### src/rtl/judge_scheduler.sv
// judge_scheduler: one-deep per-track judgment buffers serialized round-robin onto a
// single valid/ready output. Define JUDGE_LOST_PRIORITY_EN to let lost judgments win arbitration.
module judge_scheduler #(
    parameter int NTRACK = 6
) (
    input  logic                  OriginalClk,
    input  logic                  ResetN,
    input  logic [NTRACK-1:0]     TrackValid,
    input  logic [3*NTRACK-1:0]   TrackMsg,
    input  logic                  JudgeReady,
    output logic                  JudgeValid,
    output logic [2:0]            JudgeMsg,
    output logic [2:0]            JudgeTrack,
    input  logic                  OverflowClr,
    output logic [NTRACK-1:0]     Overflow,
    output logic                  Busy
);

    localparam int PW = (NTRACK > 1) ? $clog2(NTRACK) : 1;
    localparam logic [PW-1:0] LAST_TRACK = PW'(NTRACK - 1);

    logic [NTRACK-1:0]   slot_valid;
    logic [NTRACK-1:0]   slot_valid_nxt;
    logic [2*NTRACK-1:0] slot_code;
    logic [2*NTRACK-1:0] slot_code_nxt;
    logic [PW-1:0]       rr_ptr;
    logic                out_free;
    logic                grant_en;
    logic [PW-1:0]       grant_idx;
    logic [1:0]          grant_code;
    logic [NTRACK-1:0]   grant_hot;
    logic [NTRACK-1:0]   ovf_set;
    logic [PW:0]         pick_all;
    logic [PW:0]         pick_sel;

    // Returns {found, index} of the first set mask bit searching upward from ptr+1 with wrap.
    function automatic logic [PW:0] rr_pick(input logic [NTRACK-1:0] mask,
                                            input logic [PW-1:0]     ptr);
        logic [PW:0] result;
        int          cand;
        result = '0;
        for (int i = NTRACK - 1; i >= 0; i--) begin
            cand = (int'(ptr) + 1 + i) % NTRACK;
            if (mask[PW'(cand)]) begin
                result = {1'b1, PW'(cand)};
            end
        end
        return result;
    endfunction

    assign out_free = !JudgeValid || JudgeReady;
    assign pick_all = rr_pick(slot_valid, rr_ptr);

`ifdef JUDGE_LOST_PRIORITY_EN
    logic [NTRACK-1:0] lost_mask;
    logic [PW:0]       pick_lost;

    always_comb begin
        lost_mask = '0;
        for (int t = 0; t < NTRACK; t++) begin
            lost_mask[t] = slot_valid[t] && (slot_code[2*t +: 2] == 2'd1);
        end
    end

    assign pick_lost = rr_pick(lost_mask, rr_ptr);
    assign pick_sel  = pick_lost[PW] ? pick_lost : pick_all;
`else
    assign pick_sel  = pick_all;
`endif

    assign grant_en  = out_free && pick_sel[PW];
    assign grant_idx = pick_sel[PW-1:0];

    always_comb begin
        grant_hot  = '0;
        grant_code = slot_code[2*grant_idx +: 2];
        if (grant_en) begin
            grant_hot[grant_idx] = 1'b1;
        end
    end

    // A slot granted this cycle counts as empty, so a same-cycle arrival refills it.
    always_comb begin
        slot_valid_nxt = slot_valid & ~grant_hot;
        slot_code_nxt  = slot_code;
        ovf_set        = '0;
        for (int t = 0; t < NTRACK; t++) begin
            if (TrackValid[t] && (TrackMsg[3*t +: 3] != 3'd0)) begin
                if (!slot_valid[t] || grant_hot[t]) begin
                    slot_valid_nxt[t]       = 1'b1;
                    slot_code_nxt[2*t +: 2] = TrackMsg[3*t+2] ? 2'd1 : TrackMsg[3*t +: 2];
                end else begin
                    ovf_set[t] = 1'b1;
                end
            end
        end
    end

    always_ff @(posedge OriginalClk or negedge ResetN) begin
        if (!ResetN) begin
            slot_valid <= '0;
            slot_code  <= '0;
        end else begin
            slot_valid <= slot_valid_nxt;
            slot_code  <= slot_code_nxt;
        end
    end

    // Pointer starts at the last track so that track 0 is searched first after reset.
    always_ff @(posedge OriginalClk or negedge ResetN) begin
        if (!ResetN) begin
            rr_ptr     <= LAST_TRACK;
            JudgeValid <= 1'b0;
            JudgeMsg   <= 3'd0;
            JudgeTrack <= 3'd0;
        end else if (grant_en) begin
            rr_ptr     <= grant_idx;
            JudgeValid <= 1'b1;
            JudgeMsg   <= {1'b0, grant_code};
            JudgeTrack <= 3'(grant_idx);
        end else if (JudgeReady) begin
            JudgeValid <= 1'b0;
        end
    end

    always_ff @(posedge OriginalClk or negedge ResetN) begin
        if (!ResetN) begin
            Overflow <= '0;
        end else if (OverflowClr) begin
            Overflow <= '0;
        end else begin
            Overflow <= Overflow | ovf_set;
        end
    end

    assign Busy = JudgeValid || (|slot_valid);

endmodule

### config.mk
export PLATFORM = sky130hd
export DESIGN_NAME = judge_scheduler
export DESIGN_NICKNAME = d
export VERILOG_FILES = /design/src/rtl/judge_scheduler.sv
export SDC_FILE = /design/constraint.sdc
export NUM_CORES = 1
export LEC_CHECK = 0
export BUFFER_PORTS_ARGS = -buffer_cell sky130_fd_sc_hd__buf_2
export CAP_MARGIN = 0
export CORE_MARGIN = 5
export CORE_UTILIZATION = 55
export DETAILED_ROUTE_END_ITERATION = 7
export PLACE_DENSITY = 0.77
export SETUP_SLACK_MARGIN = 0.3
export SLEW_MARGIN = 20
export SYNTH_ARGS = -nofsm -noshare
export SYNTH_HDL_FRONTEND = slang
export SYNTH_SLANG_ARGS = --single-unit
### constraint.sdc
create_clock -name OriginalClk -period 5.35 [get_ports OriginalClk]
set_clock_uncertainty 0.1 [all_clocks]
set_input_delay 1.07 -clock OriginalClk [delete_from_list [all_inputs] [get_ports OriginalClk]]
set_output_delay 1.07 -clock OriginalClk [all_outputs]
set_load 0.01 [all_outputs]
==> metrics, run 1 <==
outcome complete, no violations; Worst-Skew Late Latency 0.30 ns; CTS max path bufs 2; Ys Warns 0; Final Hold Vio Count 0; Yosys top cell area share 18.7%; Setup TNS 0 ns; mux cell area share after synthesis 8.19%; Die X 95.5 um; Max Transition Viols Final 0; GRT Resource Usage Total 25.3%; Req. time, crit path 5.43 ns; Compound-Gate Fraction of Synth Area 32.3%; Post-CTS Hold Buffers 0; max_cap viols 0; most frequently used cell type in the post-synthesis netlist nand2_1; DPL Wire Length 8.31 mm; crit share post-route 93.2%; Iter 0 DRT Violations 376; Synthesized Nets 510; vias in the first global route 3719; P&R area growth vs syn 11.1%; Critical R2R Launch rr_ptr[0]; Post-synth EDFFs 0; R2R depth 16; Core ar. 0.00718 mm2; DRT Wirelength 11.1 mm; Core Rows 31; RSZ-0062 raised after global routing true; Post-synth top cells nand2_1 (31), dfrtp_1 (30), nor2_1 (29); Most used DFF post-synth dfrtp_1; WS Path Type flip-flop to flip-flop; H-tree levels 2; largest family of logic cells by synthesized area compound AO/OA/AOI/OAI gates; Mapped Area 0.00402 mm2; WP data arrival 5.06 ns; io pins 42; actual slew at the worst max-slew pin 0.765 ns; Die ar. 0.00912 mm2; antenna violations before repair 0; Worst Hold End JudgeTrack[2]; Vias/cell 6.57; DRT Pass-1 Iters 5; R2R setup slack 0.37 ns; Netlist cell types 100; antenna cells 0; nets 550; #FFs+latches synth 32; Simple-Gate Fraction of Synth Area 24.5%; post-synth top area cell dfrtp_1; Post-synth ARST share 100%; routed len/inst 18.4 um; fmax 0.201 GHz; Seq/Total Area, Yosys 20.0%; Syn Area/Cell 8.70 um2; CP Launch Type flip-flop; Hold Path Class flip-flop to flip-flop; CTS tree yes; Die Y 95.5 um; # port buffers 40; hold wc startpoint JudgeTrack[2]; Sink Count 32; adder-cell share of the synthesized area 6.23%; Crit Path Max Fanout 9; first-pass GRT wire length 18.2 mm; Max transition margin 48.6%; root buf cell clkbuf_8; worst flop-to-flop path endpoint slot_code[11]; hold depth 2; Vias 3953; pin count of the biggest net entering global routing 36; Mapped Cells 462; synth top area cells dfrtp_1 (19%), ha_1 (6.2%), mux2i_1 (4.7%), nand2_1 (2.9%), nor2_1 (2.7%); Overflow after GRT 0; crit path time final 4.98 ns; DRC 0; Initial Util 56.0%; antenna-violating nets left 0; Clock transition at path regs 0.07 ns; crit path capture type flip-flop; cts bufs inserted 5; Setup Viol. Count Final 0; fill cell count 605; RD Place Congestion 1.06; share of cells above drive strength 1 25.0%; XOR/XNOR share of the synthesized area 2.58%
## cell families after synthesis
kind of cell,count (synthesis)
and+or+nand+nor,174
AOI/OAI and AO/OA,150
buffers and inverters,47
DFF,32
muxes,30
adders and majority gates,20
xor gates and xnor gates,8
other,1
## flip-flops by register name, summed over array words and instances, names as in the netlist
signal      count
rr_ptr          2
Overflow        6
JudgeValid      1
slot_valid      6
JudgeTrack      3
slot_code      12
JudgeMsg        2
## worst max-delay path, stage by stage (launching register included)
cell	delay (ns)
dfstp_2	0.57
ha_2	0.25
xor2_4	0.27
inv_2	0.14
buf_4	0.20
ha_1	0.21
nor2_1	0.30
mux2_2	0.24
a21oi_1	0.10
o21ai_0	0.43
o22ai_1	0.19
nand4bb_1	0.28
or3b_1	0.44
and3_4	0.23
nor4_2	0.37
o21ba_2	0.20
mux2_1	0.33
## area by class of cell
type	instances	area (um2)	area share [%]
Multi-Input combinational cell	383	3010	67.5
Sequential cell	32	803	18.0
Timing Repair Buffer	57	328	7.35
Tap cell	99	124	2.78
Inverter	23	86.3	1.93
Clock buffer	6	72.6	1.63
Clock inverter	2	35.0	0.785
## cell usage in the layout (no fill, tap or decap), types with 6 or more instances in the layout
master,count
a211o_1,8
a211oi_1,7
a21oi_1,19
and2_1,9
buf_2,40
buf_4,17
dfrtp_1,30
ha_1,18
inv_1,21
mux2_2,7
mux2i_1,19
nand2_1,31
nand2b_1,12
nand3_1,14
nand4_1,6
nor2_1,28
nor2b_1,12
nor3_1,12
o211ai_1,8
o21ai_0,19
or3_1,10
## layer usage
| metal | up-vias | wire length, um | GRT usage (%) |
|---|---|---|---|
| met5 | - | 0 | 0 |
| met4 | 0 | 237 | 7.35 |
| met3 | 30 | 794 | 3.87 |
| met2 | 175 | 5160 | 39.5 |
| met1 | 1906 | 4890 | 36.2 |
| li1 | 1842 | - | - |
## metrics by stage
step	std cells	utilization (%)	cell area, um2	worst slack (ns)	hold WS [ns]
after global placement	590	59.8	4290	0.422	0.365
final	602	62.2	4460	0.366	0.381
after CTS	598	61.4	4410	0.356	0.385
after floorplan	462	-	4040	0.362	0.359
after global routing	602	62.2	4460	0.248	0.402
after detailed placement	590	59.8	4290	0.284	0.367
## worst max-delay path by stage
stage	depth (start not counted)	start	slack [ns]	end
floorplan	21	rr_ptr[0]	0.36	slot_code[11]
global placement	15	rr_ptr[0]	0.42	slot_code[11]
detailed placement	15	rr_ptr[0]	0.28	slot_code[11]
CTS	15	rr_ptr[0]	0.36	slot_code[11]
global route	17	rr_ptr[0]	0.25	slot_code[11]
finish	16	rr_ptr[0]	0.37	slot_code[11]
## what timing repair did
action / CTS / global route
resized for setup: 2 / 7
endpoints found under the setup margin: 1 / 20
pin swaps: 0 / 5
buffers inserted: 0 / 4
Power of run 1 is not shown: default switching activity piles up to over one toggle a cycle in this logic, so the estimate is an artifact.
==> run 2, diff against run 1 <==
PLACE_DENSITY = not set   (was 0.77)
PLACE_DENSITY_LB_ADDON = 0.05   (was not set)
==> run 2 against run 1 <==
  * Routed wire length grew 2.0%
  * Via count decreased by 1.2%
  * Count of clock-buffer cells in the layout down 1
  * Non-clock buffer count rose by 6
  * Maximum frequency grew 0.83%
  * Largest cell class unchanged
  * Die area stayed put
  * Design area is 2.3% higher
  * Final cell count is 1.2% higher
  * Utilization up 1.4 points
  * Sequential share of layout area is 0.32 points lower
  * Worst hold slack improved by 0.013 ns
  * First-iteration DRC count down 23%
==> metrics, run 2 (synthesized netlist as in run 1, its figures left out) <==
CTS tree yes (unchanged); CTS max path bufs 2 (unchanged); share of cells above drive strength 1 27.1% (was 25.0%); commonest non-fill, non-tap cell in the layout buf_2 (unchanged); WS Path Type flip-flop to flip-flop (unchanged); Vias 3904 (was 3953); crit path time final 4.94 ns (was 4.98 ns); # port buffers 40 (unchanged); Sink Count 32 (unchanged); crit-path max cell delay 0.63 ns (was 0.57 ns); top flop regs slot_code x12, Overflow x6, slot_valid x6 (unchanged); first-pass GRT wire length 18.1 mm (was 18.2 mm); WP data arrival 5.01 ns (was 5.06 ns); nets 557 (was 550); R2R setup slack 0.41 ns (was 0.37 ns); P&R area growth vs syn 13.6% (was 11.1%); outcome complete, no violations (unchanged); Critical R2R Launch rr_ptr[0] (unchanged); DPL Wire Length 8.46 mm (was 8.31 mm); antenna cells 0 (unchanged); Worst Hold End JudgeTrack[2] (unchanged); Setup TNS 0 ns (unchanged); R2R depth 17 (was 16); CP Launch Type flip-flop (unchanged); placed insts 591 (was 590); Setup Viol. Count Final 0 (unchanged); routed len/inst 18.6 um (was 18.4 um); Die X 95.5 um (unchanged); Die Y 95.5 um (unchanged); root buf cell clkbuf_8 (unchanged); Iter 0 DRT Violations 291 (was 376); RD Place Congestion 0.955 (was 1.06); max FFs per register 12 (unchanged); fmax 0.202 GHz (was 0.201 GHz); Reg with most FFs slot_code (unchanged); crit path capture type flip-flop (unchanged); Max transition margin 41.6% (was 48.6%); DRT Wirelength 11.3 mm (was 11.1 mm); antenna violations before repair 0 (unchanged); met3 global-route usage 3.08% (was 3.87%); worst flop-to-flop path endpoint slot_code[5] (was slot_code[11]); Cell Count, Final, Fillers Out 609 (was 602); io pins 42 (unchanged); commonest non-fill, non-tap cells in the layout buf_2 (40), nand2_1 (31), dfrtp_1 (30) (unchanged); Die ar. 0.00912 mm2 (unchanged); Initial Util 56.0% (unchanged); vias in the first global route 3593 (was 3719); Crit Path Max Fanout 14 (was 9); crit path cell chain inv_1, ha_4, inv_1, ha_1, a41o_2, or3_4, and2_2, a2111oi_4, nor3_4, buf_4, and2_4, a21oi_4, a21oi_2, buf_4, o41ai_4, nand3_1, a32o_1 (was ha_2, xor2_4, inv_2, buf_4, ha_1, nor2_1, mux2_2, a21oi_1, o21ai_0, o22ai_1, nand4bb_1, or3b_1, and3_4, nor4_2, o21ba_2, mux2_1); global-route track usage on met2 39.5% (unchanged); Overflow after GRT 0 (unchanged); DRT Pass-1 Iters 5 (unchanged); CP max stage cell dfstp_2 (unchanged); H-tree levels 2 (unchanged); RSZ-0062 raised after global routing true (unchanged); Core Rows 31 (unchanged); hold depth 2 (unchanged); max_cap viols 0 (unchanged); GRT Resource Usage Total 24.9% (was 25.3%); Vias/cell 6.41 (was 6.57); pin count of the biggest net entering global routing 33 (was 36); Post-CTS Hold Buffers 0 (unchanged); actual slew at the worst max-slew pin 0.870 ns (was 0.765 ns); met1 global-route usage 37.3% (was 36.2%); GR peak layer met2 (unchanged); Max Transition Viols Final 0 (unchanged); Final Hold Vio Count 0 (unchanged); antenna-violating nets left 0 (unchanged); hold wc startpoint JudgeTrack[2] (unchanged); cts bufs inserted 5 (unchanged); Worst-Skew Late Latency 0.29 ns (was 0.30 ns); DRC 0 (unchanged); crit share post-route 92.4% (was 93.2%); Req. time, crit path 5.41 ns (was 5.43 ns); Clock transition at path regs 0.08 ns (was 0.07 ns); Hold Path Class flip-flop to flip-flop (unchanged); Core ar. 0.00718 mm2 (unchanged)
-- run 2: cell types whose count changed in the layout (fill, tap and decap cells not counted), moves of 2 or more --
cell,change
a32oi_2,+2
o21ai_0,-4
buf_4,+6
o21ai_1,+4
-- run 2: final cells by class --
| type | count | area, um2 |
|---|---|---|
| multi-input combinational | 384 | 3060 |
| fill | 624 | 2610 |
| sequential | 32 | 807 |
| timing repair buffer | 63 | 373 |
| tap | 99 | 124 |
| inverter | 23 | 86.3 |
| clock buffer | 5 | 68.8 |
| clock inverter | 3 | 42.5 |
-- run 2: per-layer routing --
metal	wire length (um)	up-vias
met4	34	0
met5	0	-
met2	5220	141
li1	-	1864
met1	5400	1891
met3	648	8
-- run 2: critical path: cells and delay by family (launching register included) --
family / cells / cell delay, ns
buffers and inverters: 4 / 0.53
adders and majority gates: 2 / 0.63
DFF: 1 / 0.63
AOI/OAI and AO/OA: 6 / 1.73
and+or+nand+nor: 5 / 1.18
-- run 2: stage by stage --
| step | hold WS [ns] | setup WS, ns | utilization [%] | instance area (um2) |
|---|---|---|---|---|
| detailed placement | 0.377 | 0.245 | 59.9 | 4300 |
| CTS | 0.395 | 0.306 | 61.6 | 4420 |
| global route | 0.415 | 0.230 | 63.6 | 4570 |
| global placement | 0.358 | 0.343 | 59.9 | 4300 |
| floorplan | 0.359 | 0.362 | - | 4040 |
| finish | 0.395 | 0.407 | 63.6 | 4570 |
-- run 2: what timing repair did --
action | in CTS | in global routing
resized for setup | 1 | 18
gates cloned | 0 | 1
pin swaps | 1 | 4
hold endpoints to repair | 0 | 0
setup endpoints to repair | 1 | 23
buffers inserted | 0 | 9
-- run 2: worst max-delay path by stage --
| stage | slack, ns | cells after the start | to | start |
|---|---|---|---|---|
| after floorplan | 0.36 | 21 | slot_code[11] | rr_ptr[0] |
| after global placement | 0.34 | 15 | slot_code[11] | rr_ptr[0] |
| after detailed placement | 0.24 | 15 | slot_code[11] | rr_ptr[0] |
| after CTS | 0.31 | 15 | slot_code[11] | rr_ptr[0] |
| after global routing | 0.23 | 17 | slot_code[11] | rr_ptr[0] |
| final | 0.41 | 17 | slot_code[5] | rr_ptr[0] |
Power of run 2 is left out for the same reason.
